<file path="config.mk">
export PLATFORM = sky130hd
export DESIGN_NAME = warp_scheduler
export DESIGN_NICKNAME = d
export VERILOG_FILES = /design/src/rtl/warp_scheduler.sv
export SDC_FILE = /design/constraint.sdc
export NUM_CORES = 1
export LEC_CHECK = 0
export CORE_MARGIN = 1.5
export CORE_UTILIZATION = 56
export CTS_CLUSTER_SIZE = 10
export DETAILED_ROUTE_END_ITERATION = 10
export PLACE_DENSITY_LB_ADDON = 0.25
export SLEW_MARGIN = 20
export SYNTH_ARGS = -nofsm -noshare
export SYNTH_HDL_FRONTEND = slang
export SYNTH_SLANG_ARGS = --single-unit
</file>
<file path="constraint.sdc">
create_clock -name clk -period 3 [get_ports clk]
set_input_delay 0.3 -clock clk [delete_from_list [all_inputs] [get_ports clk]]
set_output_delay 0.3 -clock clk [all_outputs]
set_load 0.05 [all_outputs]
</file>
<file path="src/rtl/warp_scheduler.sv">
// warp_scheduler: per-core controller that time-multiplexes one execution
// pipeline across NUM_WARPS warps. It walks the shared warp_state_t sequence
// (FETCH, DECODE, REQUEST, WAIT, EXECUTE, UPDATE), holds one PC per warp,
// rotates warps round-robin per instruction, retires warps on RET and raises
// done once every launched warp has finished.

package warp_scheduler_pkg;

  typedef enum logic [2:0] {
    WARP_IDLE    = 3'd0,
    WARP_FETCH   = 3'd1,
    WARP_DECODE  = 3'd2,
    WARP_REQUEST = 3'd3,
    WARP_WAIT    = 3'd4,
    WARP_EXECUTE = 3'd5,
    WARP_UPDATE  = 3'd6,
    WARP_DONE    = 3'd7
  } warp_state_t;

endpackage

module warp_scheduler
  import warp_scheduler_pkg::*;
#(
  parameter  int NUM_WARPS  = 4,
  parameter  int PC_WIDTH   = 32,
  localparam int WARP_IDX_W = (NUM_WARPS > 1) ? $clog2(NUM_WARPS) : 1
) (
  input  logic                  clk,
  input  logic                  reset,
  input  logic                  start,
  input  logic [NUM_WARPS-1:0]  launch_mask,
  output logic                  fetch_req_valid,
  output logic [PC_WIDTH-1:0]   fetch_req_pc,
  input  logic                  fetch_valid,
  input  logic                  decoded_mem_op,
  input  logic                  decoded_ret,
  input  logic                  branch_taken,
  input  logic [PC_WIDTH-1:0]   branch_target,
  input  logic                  lsu_done,
  output logic [WARP_IDX_W-1:0] current_warp,
  output warp_state_t           warp_state,
  output logic [NUM_WARPS-1:0]  warp_enable,
  output logic [NUM_WARPS-1:0]  finished_mask,
  output logic                  done
);

  warp_state_t           state;
  warp_state_t           state_next;

  logic [PC_WIDTH-1:0]   pcs [NUM_WARPS];
  logic [NUM_WARPS-1:0]  launched;

  logic [NUM_WARPS-1:0]  cur_onehot;
  logic [NUM_WARPS-1:0]  finished_upd;
  logic [NUM_WARPS-1:0]  eligible;
  logic [WARP_IDX_W-1:0] first_warp;
  logic                  first_found;
  logic [WARP_IDX_W-1:0] rr_warp;
  logic                  rr_found;
  logic [WARP_IDX_W-1:0] cand;

  // State register; reset returns to IDLE regardless of pending handshakes.
  // NOTE: sequential state uses non-blocking assignments so every register
  // samples the pre-edge values of the others.
  always_ff @(posedge clk) begin
    if (reset) state <= WARP_IDLE;
    else       state <= state_next;
  end

  // Warp selection: lowest launched warp on start, round-robin successor in UPDATE.
  // NOTE: every combinational output gets a default first so no path
  // through the block leaves a value held, which would infer a latch.
  always_comb begin
    cur_onehot   = NUM_WARPS'(1) << current_warp;
    finished_upd = finished_mask | (decoded_ret ? cur_onehot : '0);
    eligible     = launched & ~finished_upd;
    first_warp   = '0;
    first_found  = 1'b0;
    rr_warp      = current_warp;
    rr_found     = 1'b0;
    cand         = '0;
    for (int i = 0; i < NUM_WARPS; i++) begin
      if (!first_found && launch_mask[i]) begin
        first_found = 1'b1;
        first_warp  = WARP_IDX_W'(i);
      end
    end
    // Search current+1 .. current (wrapping); current itself is checked last.
    for (int i = 1; i <= NUM_WARPS; i++) begin
      cand = WARP_IDX_W'((int'(current_warp) + i) % NUM_WARPS);
      if (!rr_found && eligible[cand]) begin
        rr_found = 1'b1;
        rr_warp  = cand;
      end
    end
  end

  // Next-state logic for the pipeline sequence.
  always_comb begin
    state_next = state;
    case (state)
      WARP_IDLE, WARP_DONE: begin
        if (start) state_next = (launch_mask == '0) ? WARP_DONE : WARP_FETCH;
      end
      WARP_FETCH:   if (fetch_valid) state_next = WARP_DECODE;
      WARP_DECODE:  state_next = WARP_REQUEST;
      WARP_REQUEST: state_next = decoded_mem_op ? WARP_WAIT : WARP_EXECUTE;
      WARP_WAIT:    if (lsu_done) state_next = WARP_EXECUTE;
      WARP_EXECUTE: state_next = WARP_UPDATE;
      WARP_UPDATE:  state_next = rr_found ? WARP_FETCH : WARP_DONE;
      default:      state_next = WARP_IDLE;
    endcase
  end

  // Outputs decoded from the current state.
  always_comb begin
    warp_state      = state;
    fetch_req_valid = (state == WARP_FETCH);
    done            = (state == WARP_DONE);
    warp_enable     = '0;
    if (state inside {WARP_FETCH, WARP_DECODE, WARP_REQUEST, WARP_WAIT,
                      WARP_EXECUTE, WARP_UPDATE}) begin
      warp_enable = cur_onehot;
    end
  end

  assign fetch_req_pc = pcs[current_warp];

  // Per-warp PCs, launch/finish bookkeeping and the current warp pointer.
  // NOTE: the PC array is reset explicitly because its all-zero value is
  // architecturally visible after reset, unlike a plain data memory.
  always_ff @(posedge clk) begin
    if (reset) begin
      current_warp  <= '0;
      finished_mask <= '0;
      launched      <= '0;
      for (int i = 0; i < NUM_WARPS; i++) pcs[i] <= '0;
    end else begin
      case (state)
        WARP_IDLE, WARP_DONE: begin
          if (start) begin
            launched      <= launch_mask;
            finished_mask <= '0;
            current_warp  <= first_warp;
            for (int i = 0; i < NUM_WARPS; i++) pcs[i] <= '0;
          end
        end
        WARP_UPDATE: begin
          finished_mask <= finished_upd;
          if (!decoded_ret) begin
            pcs[current_warp] <= branch_taken ? branch_target
                                              : pcs[current_warp] + PC_WIDTH'(1);
          end
          if (rr_found) current_warp <= rr_warp;
        end
        default: ;
      endcase
    end
  end

endmodule

</file>
Word level (Yosys, flattened, before mapping)
Memory sizes are Yosys's and may differ from the RTL's. A register that Yosys moved wholly into a read port is not among the register bits.
Cells that the tools add are included.
{"block": "op_classes", "n_reduce_logical": 22, "mux": 56, "n_shift": 1, "magnitude_cmp": 4, "div_mod_pow": 0, "add_sub_neg": 5, "mul": 0, "n_eq_ne": 12, "n_bitwise": 7}
{"operator": "32-bit two-way mux", "n": 6}
{"operator": "32-bit by 1-bit adder with 32-bit output (second input constant)", "n": 1}
{"operator": "32-bit OR reduction", "n": 1}
{"operator": "1-bit two-way mux", "n": 24}
{"operator": "2-bit two-way mux", "n": 11}
{"operator": "3-bit one-hot mux with 7 select lines", "n": 1}
{"operator": "3-bit two-way mux", "n": 5}
{"operator": "3-bit == test (second input constant)", "n": 4}
{"operator": "2-bit by 3-bit less-than comparator with 1-bit output (second input constant)", "n": 4}
{"operator": "4-bit two-way mux", "n": 3}
{"operator": "1-bit binary-select mux with 2-bit select", "n": 4}
{"operator": "4-bit one-hot mux with 2 select lines", "n": 1}
{"operator": "3-bit by 2-bit == test with 1-bit output (second input constant)", "n": 2}
{"operator": "1-bit logical AND", "n": 6}
{"operator": "1-bit zero test", "n": 6}
{"operator": "2-bit inequality test (second input constant)", "n": 3}
{"operator": "6-bit nonzero test", "n": 1}
{"operator": "5-bit inequality test (second input constant)", "n": 1}
{"operator": "2-bit by 1-bit adder with 2-bit output (second input constant)", "n": 2}
{"operator": "2-bit adder (second input constant)", "n": 2}
{"operator": "4-bit bitwise AND", "n": 1}
{"operator": "4-bit zero test", "n": 1}
{"operator": "4-bit inverter", "n": 1}
{"operator": "1-bit OR", "n": 4}
{"operator": "11 further kinds", "n": 12}
{"block": "totals", "mem_count": 1, "latchBits": 0, "ff_bits": 13, "ram_bits": 128, "inputBits": 44, "word_cells": 112, "romBits": 0, "output_inout_bits": 47}
{"memory": "pcs", "words": 4, "word_bits": 32, "read_ports": 1, "rd_clocked_by_memory_dff": 1, "wr": 4, "line_no": "51", "rtl": "logic [PC_WIDTH-1:0] pcs [NUM_WARPS];"}

Longest topological paths before layout
{"block": "logic_depth", "ltp_word": 21, "depth_mapped": 11}

Worst setup path before layout
Ideal clock, no wire load.
{"block": "synth_timing", "path_kind": "register to register", "from": "register state[2], in the netlist warp_state[2]", "to": "memory pcs[1][0] (enable)", "t_arrival_ns": 2.919, "path_stages_with_launch": 8, "setup_time_ns": 0.389, "setup_slack_ns": -0.309, "cell_sequence": "dfxtp_1 clkbuf_1 and3_1 o21bai_1 and2_1 clkbuf_1 nor2_1 nand2_1"}
{"item": "start: declaration", "line_no": "48", "rtl": "warp_state_t state;"}
{"item": "start signal: assignment", "line_no": "68", "rtl": "else state <= state_next;"}
{"item": "end: declaration", "line_no": "51"}

==> metrics.yaml <==
outcome: "finished clean"
viasPerCell: 6.30
p_clk_frac: 0.243
fin_skew_ns: 0.00808
antenna_found_initial: 0
whs_ns: 0.458
clock_sinks: 143
slowest_stage: "mux4_1"
num_io_pins: 91
tightest_slew_ns: 0.561
synth_ff_type: "edfxtp_1"
drcViolationCount: 0
syn_area_mm2: 0.00763
multi_input_comb_area_mm2: 0.00324
clk_pin_slew_worst_paths_ns: 0.06
layout-drive-gt1-share: 0.191
nNetsFinal: 791
timing.final.crit_share: 0.948
root_buffer: "clkbuf_16"
vias: 5863
finalSetupViolCount: 0
firstDrtPassIters: 7
gr-usage-all-layers: 0.291
setup.worst_path.start_class: "flip-flop"
hp-class: "reg -> reg"
synth.top_cell.area_share: 0.503
synth.avg_cell_area_um2: 12.0
cts_resized: 0
grt_max_degree: 33
p_seq_frac: 0.343
ff2ff_path_depth: 8
drv_slew: 0
required_ns: 3.15
cp-endpoint: "pcs[2][26]"
max_cap_viol_count: 0
routabilityCongestion: 0.880
ir_drop_uv: 584
cts_buffer_depth: 2
p_per_area_mw_per_mm2: 875
critPathMaxStageDelay_ns: 0.71
io_buffers: 90
core_mm2: 0.0133
cts.htree.levels: 4
swShare: 0.386
die_width_um: 120
switchingPower_w: 0.00316
grt_overflow: 0
synth_seq_area_share: 0.543
ys_ff_latch: 143
postRouteWirelength_um: 20100
cts_hold_buf: 0
ant_nets: 0
hold-path-cell-count: 2
clk_latency_ns: 0.42
die-area_mm2: 0.0143
postSynthNetCount: 686
numCtsBuffers: 17
timing.fmax_mhz: 352
die_y_um: 120
synthDistinctLibCells: 69
power_frac_comb: 0.415
relSlewSlack: 0.617
path_class: "reg -> reg"
synth.most_common_cell: "edfxtp_1"
fillers: 927
period_needed_ns: 2.84
grt_pass1_wl_um: 31300
netlist_top_cells_area: "edfxtp_1 (50%), mux4_2 (5.9%), nor2_1 (4.8%)"
synth_common_cells: "edfxtp_1 (128), nor2_1 (97), nor3_1 (67)"
drt-initial-drc-count: 626
setup_tns_ns: 0
cts_tree: "yes"
intPower_w: 0.00502
synth_cells: 637
cp_cell_sequence: "buf_4 > mux4_1 > and3_2 > nand2_1 > nor4_1 > nor3_1 > buf_4 > nor3_1"
post_cts.repair.setup_buffers: 0
n_antenna_cell: 0
crit_fanout: 12
final-seq-area_mm2: 0.00415
syn2layout_area_growth_pct: 22.5
crit_arrival_ns: 2.99
yosys_warnings: 0
hold_violations: 0
r2r_slack_ns: 0.16
placementRows: 42
p_leak_nw: 3.34
reg2reg_to: "pcs[2][26]"
grt_pass1_vias: 5878
synth_edf_count: 128
start_util: 0.574
async_reset_ff_frac: 0
setup.worst_path.end_class: "flip-flop"
avgRoutedWirePerCell_um: 21.6
rsz0062_at_grt: "false"
dpl.hpwl_um: 13200
yosys.area.top_type: "edfxtp_1"
[state kept, by name (all words and copies together), names as in the netlist, named ones only]
name	count
current_warp	2
finished_mask	4
launched	4
pcs	128
warp_state	3
[metrics by stage]
stage / cells / area, um2 / utilization / setup WS, ns / total power, W
floorplan: 637 / 7650 / - / 0.0494 / 0.00508
global placement: 899 / 8800 / 0.662 / 0.104 / 0.00613
detailed placement: 899 / 8800 / 0.662 / 0.0305 / 0.00620
CTS: 931 / 9340 / 0.703 / 0.0167 / 0.00817
global route: 931 / 9350 / 0.703 / 0.00208 / 0.00847
finish: 931 / 9350 / 0.703 / 0.157 / 0.00818
[worst max-delay path: cells and delay by family (launching register included)]
kind          cells  cell delay [ns]
buf+inv           2             0.46
mux               1             0.71
simple gates      5             0.88
flops             1             0.49
[power groups by stage]
stage,Clock (W),Combinational [W],Sequential [W]
global route,0.00207,0.00356,0.00284
detailed placement,0,0.00336,0.00284
CTS,0.00199,0.00338,0.00280
global placement,0,0.00332,0.00281
floorplan,0,0.00223,0.00285
finish,0.00198,0.00339,0.00280
[layer usage]
metal  vias to the layer above  wire, um  GRT usage
met4                         0       396      0.113
met5                         -         0          0
li1                       2671         -          -
met1                      2871      8080      0.374
met2                       285     10100      0.491
met3                        36      1520     0.0547
[how the worst min path moves through the flow]
stage / from / end / slack, ns
detailed placement: launched[2] / launched[2] / 0.45
finish: launched[2] / launched[2] / 0.46
floorplan: launched[1] / launched[1] / 0.43
global placement: launched[3] / launched[3] / 0.45
global route: launched[2] / launched[2] / 0.48
CTS: launched[2] / launched[2] / 0.46
[layout make-up]
class,count,area share
clock inverters,8,0.00963
flip-flops and latches,143,0.444
repair buffers,125,0.124
clock buffers,24,0.0483
multi-input cells,445,0.346
well taps,176,0.0236
inverters,10,0.00401
[kinds of logic after synthesis]
group,share of synthesized area
xor+xnor,0.0138
compound gates,0.0801
flops,0.543
fa+ha+maj,0.00819
mux,0.112
buf+inv,0.0351
simple gates,0.208
[cell usage in the layout, fill, tap and decap left out, drive strengths merged, types with 11 or more instances in the layout]
master         count
edfxtp           128
nor2              97
nor3              69
buf               65
clkdlybuf4s50     60
nand2             44
mux4              33
clkbuf            24
a21oi             16
nand3             16
dfxtp             15
nor4              14
and3              14
o21ai             12
a211oi            12
and2              11
No activity file was read; power rests on OpenSTA's default activity.
